<file path="src/rtl/csr_exec_unit.sv">
// Zicsr read-modify-write sequencer in front of the machine CSR file: accept -> READ -> (WRITE) -> RESP.
// Response is ready 2 cycles after accept without a write and 3 with one; a stalled response blocks new requests.
module csr_exec_unit #(
  parameter int XLEN          = 64,
  parameter int CAUSE_ILLEGAL = 2
) (
  input  logic            clk,
  input  logic            rst,
  input  logic            req_valid,
  output logic            req_ready,
  input  logic [2:0]      req_funct3,
  input  logic [11:0]     req_csr,
  input  logic [4:0]      req_rs1_idx,
  input  logic [XLEN-1:0] req_rs1_val,
  input  logic [4:0]      req_rd_idx,
  input  logic [XLEN-1:0] req_pc,
  output logic [11:0]     csr_addr,
  output logic            csr_we,
  output logic [XLEN-1:0] csr_wdata,
  input  logic [XLEN-1:0] csr_rdata,
  input  logic            csr_illegal,
  output logic            rsp_valid,
  input  logic            rsp_ready,
  output logic            rsp_rd_we,
  output logic [4:0]      rsp_rd_idx,
  output logic [XLEN-1:0] rsp_rd_data,
  output logic            rsp_trap,
  output logic [XLEN-1:0] rsp_cause,
  output logic [XLEN-1:0] rsp_tval,
  output logic [XLEN-1:0] rsp_pc
);

  typedef enum logic [1:0] {
    S_IDLE  = 2'd0,
    S_READ  = 2'd1,
    S_WRITE = 2'd2,
    S_RESP  = 2'd3
  } state_t;

  state_t          r_state;
  logic [2:0]      r_funct3;
  logic [11:0]     r_csr;
  logic [4:0]      r_rs1_idx;
  logic [XLEN-1:0] r_rs1_val;
  logic [4:0]      r_rd_idx;
  logic [XLEN-1:0] r_pc;
  logic            r_csr_we;
  logic [XLEN-1:0] r_csr_wdata;
  logic            r_rsp_valid;
  logic            r_rsp_rd_we;
  logic [XLEN-1:0] r_rsp_rd_data;
  logic            r_rsp_trap;
  logic [XLEN-1:0] r_rsp_cause;
  logic [XLEN-1:0] r_rsp_tval;

  logic [XLEN-1:0] w_op;
  logic [XLEN-1:0] w_new;
  logic            w_do_write;
  logic            w_trap;

  // Immediate forms use the rs1 field itself as an unsigned 5-bit operand.
  always_comb begin
    w_op  = r_funct3[2] ? {{(XLEN-5){1'b0}}, r_rs1_idx} : r_rs1_val;
    w_new = '0;
    case (r_funct3[1:0])
      2'b01:   w_new = w_op;
      2'b10:   w_new = csr_rdata | w_op;
      2'b11:   w_new = csr_rdata & ~w_op;
      default: w_new = '0;
    endcase
  end

  // Set/clear with rs1 index 0 is a pure read, so it may touch read-only CSRs.
  assign w_do_write = (r_funct3[1:0] == 2'b01) || (r_rs1_idx != 5'd0);
  assign w_trap     = (r_funct3[1:0] == 2'b00) || csr_illegal ||
                      (w_do_write && (r_csr[11:10] == 2'b11));

  always_ff @(posedge clk or posedge rst) begin
    if (rst) begin
      r_state       <= S_IDLE;
      r_funct3      <= '0;
      r_csr         <= '0;
      r_rs1_idx     <= '0;
      r_rs1_val     <= '0;
      r_rd_idx      <= '0;
      r_pc          <= '0;
      r_csr_we      <= 1'b0;
      r_csr_wdata   <= '0;
      r_rsp_valid   <= 1'b0;
      r_rsp_rd_we   <= 1'b0;
      r_rsp_rd_data <= '0;
      r_rsp_trap    <= 1'b0;
      r_rsp_cause   <= '0;
      r_rsp_tval    <= '0;
    end else begin
      case (r_state)
        S_IDLE: begin
          if (req_valid) begin
            r_funct3  <= req_funct3;
            r_csr     <= req_csr;
            r_rs1_idx <= req_rs1_idx;
            r_rs1_val <= req_rs1_val;
            r_rd_idx  <= req_rd_idx;
            r_pc      <= req_pc;
            r_state   <= S_READ;
          end
        end
        S_READ: begin
          r_rsp_trap    <= w_trap;
          r_rsp_rd_we   <= !w_trap && (r_rd_idx != 5'd0);
          r_rsp_rd_data <= w_trap ? '0 : csr_rdata;
          r_rsp_cause   <= w_trap ? XLEN'(CAUSE_ILLEGAL) : '0;
          r_rsp_tval    <= w_trap ? {{(XLEN-12){1'b0}}, r_csr} : '0;
          if (w_do_write && !w_trap) begin
            r_csr_we    <= 1'b1;
            r_csr_wdata <= w_new;
            r_state     <= S_WRITE;
          end else begin
            r_rsp_valid <= 1'b1;
            r_state     <= S_RESP;
          end
        end
        S_WRITE: begin
          r_csr_we    <= 1'b0;
          r_csr_wdata <= '0;
          r_rsp_valid <= 1'b1;
          r_state     <= S_RESP;
        end
        S_RESP: begin
          if (rsp_ready) begin
            r_rsp_valid <= 1'b0;
            r_state     <= S_IDLE;
          end
        end
        default: r_state <= S_IDLE;
      endcase
    end
  end

  assign req_ready   = (r_state == S_IDLE);
  assign csr_addr    = r_csr;
  assign csr_we      = r_csr_we;
  assign csr_wdata   = r_csr_wdata;
  assign rsp_valid   = r_rsp_valid;
  assign rsp_rd_we   = r_rsp_rd_we;
  assign rsp_rd_idx  = r_rd_idx;
  assign rsp_rd_data = r_rsp_rd_data;
  assign rsp_trap    = r_rsp_trap;
  assign rsp_cause   = r_rsp_cause;
  assign rsp_tval    = r_rsp_tval;
  assign rsp_pc      = r_pc;

endmodule

</file>
<file path="config.mk">
export PLATFORM = sky130hd
export DESIGN_NAME = csr_exec_unit
export DESIGN_NICKNAME = d
export VERILOG_FILES = /design/src/rtl/csr_exec_unit.sv
export SDC_FILE = /design/constraint.sdc
export NUM_CORES = 1
export LEC_CHECK = 0
export CAP_MARGIN = 20
export CORE_AREA = 2 2 220 222
export DETAILED_ROUTE_END_ITERATION = 12
export DIE_AREA = 0 0 222 224
export GPL_ROUTABILITY_DRIVEN = 0
export HOLD_SLACK_MARGIN = 0.08
export PLACE_DENSITY = 0.64
export RECOVER_POWER = 50
export SKIP_LAST_GASP = 1
export SLEW_MARGIN = 20
export SYNTH_ARGS = -nofsm -noshare
export SYNTH_HDL_FRONTEND = slang
export SYNTH_SLANG_ARGS = --single-unit
</file>
<file path="constraint.sdc">
create_clock -name clk -period 28.4 [get_ports clk]
set_input_delay 8.52 -clock clk [delete_from_list [all_inputs] [get_ports clk]]
set_output_delay 8.52 -clock clk [all_outputs]
set_load 0.03 [all_outputs]
</file>
* Yosys cells after proc, flatten, opt, wreduce, memory -nomap -nowiden
Cells that the tools add are included.
** Storage, ports and cells
- Flip-flop bits (word level) :: 415
- Bits in latches :: 0
- Memory bits (writable) :: 0
- ROM bits :: 0
- Input bits :: 222
- Output and inout bits :: 342
- Memories kept :: 0
** Operators by class
- $add $sub $neg :: 0
- Multiply operators :: 0
- Divide/modulo/power cells :: 0
- $lt $le $gt $ge :: 0
- Equality and inequality tests :: 11
- Shifts and indexed selects :: 0
- Multiplexer cells :: 16
- Bitwise gates (word level) :: 3
- Reductions and logical operators :: 17
** Operators by type and width (number)
- 2-to-1 mux 64 bit :: 3
- one-hot mux 64 bit (3 select lines) :: 1
- one-hot mux 64 bit (2 select lines) :: 1
- bitwise AND 64 bit :: 1
- inverter 64 bit :: 1
- bitwise OR 64 bit :: 1
- 2-to-1 mux 12 bit :: 1
- == test 2 bit (second input constant) :: 5
- nonzero test 5 bit :: 2
- != test 2 bit (second input constant) :: 4
- one-hot mux 2 bit (4 select lines) :: 1
- 2-to-1 mux 2 bit :: 3
- AND reduction 2 bit :: 3
- == test 2 x 1 -> 1 bit (second input constant) :: 2
- logical NOT 2 bit :: 2
- 2-to-1 mux 1 bit :: 4
- logical AND 1 bit :: 3
- logical OR 1 bit :: 3
- one-hot mux 1 bit (3 select lines) :: 1
- AND reduction 3 bit :: 1
- nonzero test 3 bit :: 1
- one-hot mux 1 bit (2 select lines) :: 1
- nonzero test 2 bit :: 1
- logical NOT 1 bit :: 1

* Logic depth before layout (Yosys ltp)
- Depth in word-level cells :: 8
- Gate-level depth with buffers :: 8

* Worst setup path after synthesis
Ideal clock, no wire load.
- Path type :: in2reg
- Start point :: in req_valid
- End point :: reg r_pc[10], in the netlist rsp_pc[10]
- Library setup time :: 0.125 ns
- Data arrival time :: 9.716 ns
- Required time :: 28.275 ns
- Path slack :: 18.560 ns
- Stages :: 4
- Buffers on the path :: 2
- Cell sequence :: nand2_1 > clkbuf_1 > clkbuf_1 > mux2_2
** On the way
- Longest elaborated chain between the ends :: 1
** RTL lines
- start, declared :: RTL line 9 : input logic req_valid,
- AND reduction 2 bit (no line)
- end signal, assigned :: RTL line 104 : r_pc <= req_pc;
- end, declared :: RTL line 46 : logic [XLEN-1:0] r_pc;
Every way passes these cells.
A chain may end at the register's enable or synchronous reset.

==> results.sh <==
export IMPL_status="finished with violations"
export IMPL_failed_checks="capacitance limit, slew limit"
export IMPL_grt_max_degree=108
export IMPL_p_leak_nw=8.795
export IMPL_fin_worst_skew_ns=0.01539
export IMPL_drt_initial_drc_count=591
export IMPL_yosys_warnings=0
export IMPL_maxSlewViolCount=300
export IMPL_synth_cells=1147
export IMPL_ir_drop_v=0.00007720
export IMPL_finalCritPeriodShare_pct=50.90
export IMPL_pin_count=564
export IMPL_drt_pass1_iterations=5
export IMPL_vias_per_cell=4.723
export IMPL_grt_setup_unrepaired="no"
export IMPL_fillers=4508
export IMPL_slew_headroom_pct=-229.7
export IMPL_arrival_ns=14.37
export IMPL_cts_tree="yes"
export IMPL_clk_latency_ns=0.54
export IMPL_numCtsBuffers=36
export IMPL_num_rows=80
export IMPL_grt_overflow_total=0
export IMPL_coreArea_mm2=0.04735
export IMPL_synth_ff_type="dfrtp_1"
export IMPL_regArea_mm2=0.007491
export IMPL_wl_per_cell_um=19.61
export IMPL_route_detailed_drc=0
export IMPL_hold_violations=0
export IMPL_hold_path_class="flop to flop"
export IMPL_tightest_slew_ns=4.919
export IMPL_root_buffer="clkbuf_16"
export IMPL_yosys_area_top_type="dfrtp_1"
export IMPL_required_ns=28.32
export IMPL_start_util_pct=29.63
export IMPL_synth_edf_count=0
export IMPL_maxCapViolCount=4
export IMPL_drt_total_wl_mm=43.16
export IMPL_yosys_top_cells_area="dfrtp_1, mux2_2, a22o_1, buf_4, mux2i_1"
export IMPL_fmax_mhz=69.17
export IMPL_cts_repair_resized=0
export IMPL_placed_area_mm2=0.01860
export IMPL_clk_path_buf_depth=3
export IMPL_die_width_um=222
export IMPL_ys_types=35
export IMPL_die_area_mm2=0.04973
export IMPL_crit_path_end_kind="async pin"
export IMPL_cts_setup_buffers=0
export IMPL_cts_sinks=299
export IMPL_layout_min_cycle_time_ns=14.46
export IMPL_grt_antenna_before_repair=0
export IMPL_finalSetupViolCount=0
export IMPL_synth_top_cell_area_share_pct=53.34
export IMPL_drive_gt1_share_pct=14.63
export IMPL_start_kind="input pin"
export IMPL_clkTransAtPathRegs_ns=0.06
export IMPL_antenna_left=0
export IMPL_via_count=10400
export IMPL_cts_htree_levels=2
export IMPL_worstPathMaxFanout=107
export IMPL_synth_seq_cells=299
export IMPL_avgSynthCellArea_um2=12.23
export IMPL_multi_input_area_mm2=0.005728
export IMPL_grtUsageTotal_pct=16.90
export IMPL_stdcell_area_mm2=0.01982
export IMPL_power_density_mw_per_mm2=129.0
export IMPL_syn2layout_area_growth_pct=41.27
export IMPL_synthArstFlopShare_pct=100.0
export IMPL_dpl_hpwl_mm=29.62
export IMPL_num_antenna_cells=0
export IMPL_seq_area_frac_synth_pct=53.34
export IMPL_dieHeight_um=224
export IMPL_port_buffers=448
export IMPL_path_class="input pin to async pin"
export IMPL_ctsHoldBuffers=0
export IMPL_setup_tns_final_ns=0
export IMPL_nets=1787
export IMPL_grt_pass1_vias=10720
export IMPL_syn_area_mm2=0.01403
export IMPL_total_power_mw=2.556
export IMPL_grt_pass1_wl_mm=64.93
==> kinds of logic after synthesis <==
kind of cell             share of synthesized area, %
flip-flops                                      53.34
adder cells (fa/ha/maj)                        0.3568
other                                         0.02673
AO/OA/AOI/OAI                                   12.17
AND/OR/NAND/NOR                                 8.214
multiplexers                                    16.85
buffers and inverters                           9.053
==> cell usage in the layout, fill, tap and decap left out, types with 4 or more instances in the layout <==
cell	netlist	routed
mux2i_1	64	64
clkbuf_1	60	6
a22o_1	136	136
clkbuf_8	0	8
clkinv_2	0	6
a31oi_1	5	5
ha_1	4	4
dlygate4sd3_1	0	147
a21oi_1	66	66
conb_1	1	115
dfrtp_1	299	296
buf_4	122	10
clkdlybuf4s50_1	0	301
nor2b_1	5	4
nand2_1	65	65
o2bb2ai_1	6	6
mux2_2	153	153
clkbuf_16	0	38
nor3b_1	59	59
nand2b_1	61	61
==> flip-flops by register name, indices dropped and copies added, names as in the netlist, 2 cells and up <==
register     cells
r_rs1_idx        5
rsp_pc          64
rsp_rd_data     64
rsp_tval        12
rsp_rd_idx       5
r_rs1_val       64
r_state          2
csr_addr        12
r_funct3         3
csr_wdata       64
==> routing by layer <==
layer	track usage, %	wire (um)	up-vias
met5	0	0	-
met4	5.689	1011	0
met3	5.575	3501	50
met2	28.64	21060	427
met1	20.18	17590	5233
li1	-	-	4686
==> power breakdown <==
group	switching, mW	internal, mW	leakage (nW)
Clock	0.189	0.293	0.612
Combinational	0.717	0.556	4.42
Sequential	0.166	0.635	3.77
==> Yosys cell counts (2+ instances only) <==
cell type,instances
buf_6,5
a22o_1,136
a31oi_1,5
dfrtp_1,299
nor2b_1,5
nand2_1,65
o21ai_0,3
nor2_1,3
buf_2,10
buf_4,122
mux2_2,153
nor3_1,2
nor3b_1,59
ha_1,4
a21oi_1,66
clkbuf_1,60
nand2b_1,61
o2bb2ai_1,6
inv_1,4
mux2i_1,64
==> stage by stage <==
stage / util [%] / instances / hold slack, ns / setup WS [ns]
2_1_floorplan: - / 1261 / 0.4787 / 11.62
3_3_place_gp: 39.29 / 2138 / 0.4596 / 17.62
3_5_place_dp: 39.29 / 2138 / 0.4764 / 17.57
4_1_cts: 41.91 / 2201 / 0.4914 / 17.67
5_1_grt: 41.86 / 2201 / 0.5149 / 12.71
6_report: 41.86 / 2201 / 0.4899 / 13.94
==> final cells by class <==
type	count	area share [%]
flip-flops and latches	299	37.80
multi-input cells	759	28.90
repair buffers	460	23.04
clock buffers	50	5.430
well taps	615	3.883
clock inverters	13	0.8334
inverters	5	0.1073
==> worst max-delay path: stages <==
cell	delay, ns
dlygate4sd3_1	0.55
clkinvlp_2	2.70
clkbuf_1	2.42
==> final timing paths <==
| kind | startpoint | to | slack [ns] | depth (start not counted) |
|---|---|---|---|---|
| hold / removal | csr_wdata[2]$_DFFE_PP0P_ | csr_wdata[2]$_DFFE_PP0P_ | 0.49 | 1 |
| hold reg to reg | csr_wdata[2]$_DFFE_PP0P_ | csr_wdata[2]$_DFFE_PP0P_ | 0.49 | 1 |
| setup / recovery | rst | csr_wdata[42]$_DFFE_PP0P_ | 13.94 | 3 |
| min in group asynchronous | rst | rsp_pc[22]$_DFFE_PP0P_ | 9.92 | 2 |
| max in group clk | csr_illegal | csr_wdata[38]$_DFFE_PP0P_ | 16.16 | 6 |
| setup reg to reg | r_funct3[1]$_DFFE_PP0P_ | csr_wdata[38]$_DFFE_PP0P_ | 23.58 | 5 |
No activity file was read; power rests on OpenSTA's default activity.
